`config.mk`:
```
export PLATFORM = sky130hd
export DESIGN_NAME = cpu_run_ctrl
export DESIGN_NICKNAME = d
export VERILOG_FILES = /design/src/rtl/cpu_run_ctrl.sv
export SDC_FILE = /design/constraint.sdc
export NUM_CORES = 1
export LEC_CHECK = 0
export ABC_CLOCK_PERIOD_IN_PS = 4000
export BUFFER_PORTS_ARGS = -buffer_cell sky130_fd_sc_hd__buf_2
export CORE_MARGIN = 3
export CORE_UTILIZATION = 47
export CTS_CLUSTER_DIAMETER = 200
export DETAILED_ROUTE_END_ITERATION = 16
export PLACE_DENSITY = 0.64
export RECOVER_POWER = 25
export SLEW_MARGIN = 10
export SYNTH_ARGS = -nofsm -noshare
export SYNTH_HDL_FRONTEND = slang
export SYNTH_SLANG_ARGS = --single-unit
```
`constraint.sdc`:
```
create_clock -name CLK -period 4 [get_ports CLK]
set_clock_uncertainty 0.2 [all_clocks]
set_input_delay 0.4 -clock CLK [delete_from_list [all_inputs] [get_ports CLK]]
set_output_delay 0.4 -clock CLK [all_outputs]
set_load 0.01 [all_outputs]
```
`src/rtl/cpu_run_ctrl.sv`:
```
// Run/halt/single-step, breakpoint and read wait-state controller driving the 6502 RDY pin.
// Latency: RDY is registered one CLK after the PHI2 rise it reacts to; buttons take debounce + 3 CLK.
// Backpressure: throttles the CPU only, via RDY low in HALT and WAIT. Writes are never stretched.

// Button conditioner: 2-FF synchronizer, then a stable-level filter that emits one pulse per press.
module cpu_run_ctrl_btn #(
  parameter int CNT = 0
) (
  input  logic i_clk,
  input  logic i_rst_n,
  input  logic i_btn_n,
  output logic o_evt
);

  localparam int CW = (CNT > 0) ? $clog2(CNT + 1) : 1;

  logic          r_s1;
  logic          r_s2;
  logic          r_db;
  logic [CW-1:0] r_cnt;
  logic          r_evt;

  // Synchronize, then accept a new level only after it has held for CNT clocks; pulse on the fall.
  always_ff @(posedge i_clk or negedge i_rst_n) begin
    if (!i_rst_n) begin
      r_s1  <= 1'b1;
      r_s2  <= 1'b1;
      r_db  <= 1'b1;
      r_cnt <= '0;
      r_evt <= 1'b0;
    end else begin
      r_s1  <= i_btn_n;
      r_s2  <= r_s1;
      r_evt <= 1'b0;
      if (r_s2 == r_db) begin
        r_cnt <= '0;
      end else if (r_cnt == CW'(CNT)) begin
        r_db  <= r_s2;
        r_cnt <= '0;
        r_evt <= ~r_s2;
      end else begin
        r_cnt <= r_cnt + CW'(1);
      end
    end
  end

  assign o_evt = r_evt;

endmodule

module cpu_run_ctrl #(
  parameter int         SYSCLK_MHZ   = 27,
  parameter int         DEBOUNCE_MS  = 10,
  parameter logic [3:0] WS_REGION    = 4'hA,
  parameter int         WS_CYCLES    = 0,
  parameter bit         START_HALTED = 1'b0
) (
  input  logic        CLK,
  input  logic        RES_,
  input  logic        PHI2,
  input  logic        SYNC,
  input  logic        RW_,
  input  logic [15:0] ABUS,
  input  logic        TRAP,
  input  logic        HALT_BTN_,
  input  logic        STEP_BTN_,
  input  logic        RUN_BTN_,
  input  logic        BP_EN,
  input  logic [15:0] BP_ADDR,
  output logic        RDY,
  output logic        HALTED,
  output logic        BP_HIT,
  output logic [1:0]  STATE
);

  localparam int DB_CNT = SYSCLK_MHZ * 1000 * DEBOUNCE_MS;

  typedef enum logic [1:0] {
    S_RUN  = 2'd0,
    S_HALT = 2'd1,
    S_STEP = 2'd2,
    S_WAIT = 2'd3
  } state_t;

  localparam state_t RST_STATE = START_HALTED ? S_HALT : S_RUN;

  state_t     r_state;
  logic       r_rdy;
  logic       r_phi2;
  logic       r_phi2_d;
  logic       r_halt_req;
  logic       r_skip;
  logic       r_ws_done;
  logic       r_bp_hit;
  logic       r_step_seen;
  logic [3:0] r_wcnt;

  state_t     w_nxt;
  logic       w_halt_req_n;
  logic       w_skip_n;
  logic       w_ws_done_n;
  logic       w_bp_hit_n;
  logic       w_step_seen_n;
  logic [3:0] w_wcnt_n;
  logic       w_rdy_n;

  logic       w_ev_halt;
  logic       w_ev_step;
  logic       w_ev_run;
  logic       w_p2r;
  logic       w_p2f;
  logic       w_bp_match;
  logic       w_slow_rd;

  cpu_run_ctrl_btn #(.CNT(DB_CNT)) u_halt_btn (
    .i_clk(CLK), .i_rst_n(RES_), .i_btn_n(HALT_BTN_), .o_evt(w_ev_halt)
  );
  cpu_run_ctrl_btn #(.CNT(DB_CNT)) u_step_btn (
    .i_clk(CLK), .i_rst_n(RES_), .i_btn_n(STEP_BTN_), .o_evt(w_ev_step)
  );
  cpu_run_ctrl_btn #(.CNT(DB_CNT)) u_run_btn (
    .i_clk(CLK), .i_rst_n(RES_), .i_btn_n(RUN_BTN_), .o_evt(w_ev_run)
  );

  // PHI2 edge detection on the registered phase; bus inputs are only trusted on the rise pulse.
  always_ff @(posedge CLK or negedge RES_) begin
    if (!RES_) begin
      r_phi2   <= 1'b0;
      r_phi2_d <= 1'b0;
    end else begin
      r_phi2   <= PHI2;
      r_phi2_d <= r_phi2;
    end
  end

  assign w_p2r      = r_phi2 & ~r_phi2_d;
  assign w_p2f      = ~r_phi2 & r_phi2_d;
  // skip lets the instruction we halted on execute once we resume from it.
  assign w_bp_match = BP_EN && (ABUS == BP_ADDR) && !r_skip;
  assign w_slow_rd  = RW_ && (ABUS[15:12] == WS_REGION) && (WS_CYCLES != 0) && !r_ws_done;

  // State and flag registers; RDY is registered from the next state so it lands one CLK after p2r.
  always_ff @(posedge CLK or negedge RES_) begin
    if (!RES_) begin
      r_state     <= RST_STATE;
      r_rdy       <= ~START_HALTED;
      r_halt_req  <= 1'b0;
      r_skip      <= 1'b0;
      r_ws_done   <= 1'b0;
      r_bp_hit    <= 1'b0;
      r_step_seen <= 1'b0;
      r_wcnt      <= 4'd0;
    end else begin
      r_state     <= w_nxt;
      r_rdy       <= w_rdy_n;
      r_halt_req  <= w_halt_req_n;
      r_skip      <= w_skip_n;
      r_ws_done   <= w_ws_done_n;
      r_bp_hit    <= w_bp_hit_n;
      r_step_seen <= w_step_seen_n;
      r_wcnt      <= w_wcnt_n;
    end
  end

  // Next-state and flag updates; CPU-cycle decisions are taken on p2r, buttons act any time in HALT.
  always_comb begin
    w_nxt         = r_state;
    w_halt_req_n  = r_halt_req | w_ev_halt;
    w_skip_n      = r_skip;
    w_ws_done_n   = r_ws_done;
    w_bp_hit_n    = r_bp_hit;
    w_step_seen_n = r_step_seen;
    w_wcnt_n      = r_wcnt;
    case (r_state)
      S_RUN: begin
        if (w_p2r) begin
          w_skip_n = 1'b0;
          if (TRAP) begin
            w_nxt        = S_HALT;
            w_halt_req_n = 1'b0;
          end else if (SYNC && (r_halt_req || w_bp_match)) begin
            w_nxt        = S_HALT;
            w_halt_req_n = 1'b0;
            w_bp_hit_n   = w_bp_match;
          end else if (w_slow_rd) begin
            w_nxt    = S_WAIT;
            w_wcnt_n = 4'(WS_CYCLES);
          end else begin
            w_ws_done_n = 1'b0;
          end
        end
      end
      S_WAIT: begin
        if (w_p2r && TRAP) begin
          w_nxt        = S_HALT;
          w_halt_req_n = 1'b0;
          w_wcnt_n     = 4'd0;
        end else if (r_wcnt == 4'd0) begin
          // The repeated access completes with RDY high; ws_done stops it re-entering WAIT.
          w_nxt       = S_RUN;
          w_ws_done_n = 1'b1;
        end else if (w_p2f) begin
          w_wcnt_n = r_wcnt - 4'd1;
        end
      end
      S_STEP: begin
        if (w_p2r) begin
          w_skip_n = 1'b0;
          if (TRAP) begin
            w_nxt        = S_HALT;
            w_halt_req_n = 1'b0;
          end else if (SYNC) begin
            // First fetch seen is the held one; the next fetch belongs to the following instruction.
            if (r_step_seen) begin
              w_nxt        = S_HALT;
              w_halt_req_n = 1'b0;
            end else begin
              w_step_seen_n = 1'b1;
            end
          end
        end
      end
      S_HALT: begin
        w_halt_req_n = 1'b0;
        if (!w_ev_halt && !TRAP) begin
          if (w_ev_step) begin
            w_nxt         = S_STEP;
            w_bp_hit_n    = 1'b0;
            w_skip_n      = 1'b1;
            w_step_seen_n = 1'b0;
          end else if (w_ev_run) begin
            w_nxt      = S_RUN;
            w_bp_hit_n = 1'b0;
            w_skip_n   = 1'b1;
          end
        end
      end
      default: begin
        w_nxt = S_RUN;
      end
    endcase
    w_rdy_n = (w_nxt == S_RUN) || (w_nxt == S_STEP);
  end

  assign RDY    = r_rdy;
  assign HALTED = (r_state == S_HALT);
  assign BP_HIT = r_bp_hit;
  assign STATE  = r_state;

endmodule

```
==> flow_summary.toml <==
[power_and_ir_drop]
pwr-share-clk = 0.362
p_sw_frac = 0.239
ir_worst_vdd_uv = 211
power_density_nw_per_um2 = 324
power_leakage_nw = 2.01
pwr-share-seq = 0.576
p_int_w = 0.00113
finalPower_w = 0.00148
switching_power_w = 0.000355
p_comb_frac = 0.061

[floorplanning]
die_w_um = 98.8
io_pins = 47
rows = 33
die_height_um = 98.8
initial_core_util = 0.487
core_area_um2 = 8300
die_area_um2 = 9760

[clocking]
clk_pin_slew_ns = 0.09
clockRootBuffer = "clkbuf_8"
cts_resized = 0
cts_sinks = 82
post_cts_buffers = 0
cts-buffers-inserted = 9
cts_tree = "built"
hold_buffers = 4
h-tree-depth = 3
clock_path_buffers = 2
insertion_delay_ns = 0.34

[synth]
yosysTopAreaCell = "dfrtp_1"
yosys_warnings = 0
synthTopCellsByArea = "dfrtp_1 45%, xnor2_1 9.1%, nor2_1 6.7%, dfstp_2 6.5%, xor2_1 6.1%"
synth-seq-area-share = 0.510
synth_top_family_by_area = "simple AND/OR/NAND/NOR gates"
synthArstFlopShare = 1.00
ys_seq_elements = 82
netlist_area_um2 = 4050
synthTopCellsByCount = "72 x dfrtp_1, 72 x nor2_1, 42 x xnor2_1, 28 x nand2_1, 28 x xor2_1"
synth_simple_gate_area_share = 0.247
synth-edff-count = 0
synth_xor_area_frac = 0.152
synth_mux_area_frac = 0.00835
synth-compound-area-share = 0.0346
synth_fp_nets = 451
synth.avg_cell_area_um2 = 10.1
synthCells = 402
synth_cell_types = 45
synth_fa_ha_area_frac = 0.0217
yosys.area.top_type_share = 0.445
ys.flop_type = "dfrtp_1"

[min_path]
hold_path_depth = 0
min_from = "u_run_btn.r_s1$_DFF_PN1_"
hp-class = "reg -> reg"
worstHoldEndpoint = "u_run_btn.r_s2$_DFF_PN1_"

[timing]
setup_viol = 0
tightestPinTransition_ns = 1.95
max_slew_margin = -0.300
setup_tns_ns = 0
final.period_utilization = 0.630
fmax_mhz = 397
hold_violations = 0
fin_crit_ns = 2.52
drv_slew = 83
rsz0062_at_grt = "no"

[cells_and_area]
fin_cells = 566
final_area_um2 = 4580
area_growth_pct = 13.1
final_util = 0.551
final_layout_size_suffix_gt1_frac = 0.171
insertedDiodeCount = 0
fillers = 773
layout.nets = 505

[global_route]
grt_max_degree = 83
grt_pass1_vias = 2913
antenna_found_initial = 0
grt_usage = 0.154
grt_first_pass_wirelength_mm = 12.5
grt-ovfl-total = 0

[placement]
routabilityCongestion = 0.832
dp_hpwl_mm = 4.93
placed_cell_area_um2 = 4360
dp.cells = 546
io_buffer_count = 45

[setup_path]
timing.critical_path.from_type = "flop"
endpoint_kind = "flop"
crit_chain = "nand4bb_1 > or4_4 > nor4_2 > or2_1 > nor2_1"
worstReg2RegStart = "u_step_btn.r_cnt[8]$_DFF_PN0_"
ff2ff_setup_slack_ns = 1.48
critPathMaxFanout = 19
max_stage_delay_ns = 0.58
r2r-end = "u_step_btn.r_cnt[2]$_DFF_PN0_"
critPathSlowestCell = "or2_1"
arrival_ns = 2.52
critPathKind = "reg -> reg"
required_ns = 4.00
reg2reg_depth = 5

[routing]
wl_met2_mm = 3.27
routed.top_layer = "met4"
firstDrtPassIters = 4
finalWirelength_mm = 7.04
viasPerCell = 5.24
vias = 2967
wire_per_inst_um = 12.4
dr.first_iter.drc_count = 125
wl_met3_um = 371
wl_met1_mm = 3.29
drt.antenna.violating_nets = 0
drc = 0

[run]
maxCapViolCount = 1

[run_status]
failed_checks = "max-capacitance violations, max-slew violations"
status = "finished with violations"
layout make-up:
cell class                      instances  area (um2)  share of cell area
Clock buffer                           11         141              0.0309
Clock inverter                          5        40.0             0.00875
Inverter                               16        60.1              0.0131
Multi-Input combinational cell        298        1870               0.410
Sequential cell                        82        2060               0.451
Tap cell                              105         131              0.0287
Timing Repair Buffer                   49         265              0.0580
cell usage in the layout (no fill, tap or decap), drive strengths merged, types with 4 or more instances in the layout:
cell type,synthesis,final
nor3b,4,4
and4,5,5
nand2,28,28
nor2,72,72
ha,7,7
clkbuf,4,12
dfstp,10,10
and3,8,8
dlygate4sd3,0,4
nor3,13,13
o21ai,6,6
inv,16,16
nand3,22,22
nand4,15,15
and2,4,4
xnor2,42,42
dfrtp,72,72
buf,2,44
xor2,28,28
nor4,9,9
through the flow:
stage	worst slack, ns	hold slack, ns
final	1.48	0.159
after global routing	1.31	0.166
after CTS	1.45	0.0582
after detailed placement	1.49	0.151
after global placement	1.51	0.147
after floorplan	1.89	-0.0956
power groups by stage:
stage	Combinational [W]	Clock, W	Sequential [W]
after floorplan	0.0000468	0	0.000867
after global placement	0.0000892	0	0.000870
after CTS	0.0000946	0.000563	0.000855
after global routing	0.000105	0.000597	0.000857
after detailed placement	0.0000908	0	0.000871
final	0.0000911	0.000538	0.000854
logic make-up after synthesis:
family                   after synthesis
buffers and inverters                 22
adder cells (fa/ha/maj)                7
AND/OR/NAND/NOR                      197
AO/OA/AOI/OAI                         21
XOR/XNOR                              70
multiplexers                           3
flip-flops                            82
layer usage:
| metal | global-route usage | vias up |
|---|---|---|
| li1 | - | 1473 |
| met1 | 0.203 | 1423 |
| met2 | 0.249 | 60 |
| met3 | 0.0318 | 11 |
| met4 | 0.0630 | 0 |
| met5 | 0 | - |
critical path, delay by kind of cell (launching register included):
| family | cells | cell delay (ns) |
|---|---|---|
| simple gates | 5 | 1.73 |
| flops | 1 | 0.44 |
flip-flops by register name, summed over array words and instances, names as in the netlist, 2 cells and up:
signal,count
u_run_btn.r_cnt,19
u_halt_btn.r_cnt,19
u_step_btn.r_cnt,19
r_wcnt,4
STATE,2
worst max path at each step:
| stage | start | to | slack (ns) | depth (start not counted) |
|---|---|---|---|---|
| after floorplan | u_step_btn.r_cnt[8]$_DFF_PN0_ | u_step_btn.r_cnt[10]$_DFF_PN0_ | 1.89 | 7 |
| after global placement | u_step_btn.r_cnt[8]$_DFF_PN0_ | u_step_btn.r_cnt[4]$_DFF_PN0_ | 1.51 | 5 |
| after detailed placement | u_step_btn.r_cnt[8]$_DFF_PN0_ | u_step_btn.r_cnt[10]$_DFF_PN0_ | 1.49 | 5 |
| after CTS | u_step_btn.r_cnt[8]$_DFF_PN0_ | u_step_btn.r_cnt[4]$_DFF_PN0_ | 1.45 | 5 |
| after global routing | u_step_btn.r_cnt[8]$_DFF_PN0_ | u_step_btn.r_cnt[4]$_DFF_PN0_ | 1.31 | 5 |
| final | u_step_btn.r_cnt[8]$_DFF_PN0_ | u_step_btn.r_cnt[2]$_DFF_PN0_ | 1.48 | 5 |
Note: power is estimated with default switching activity, not from simulation.
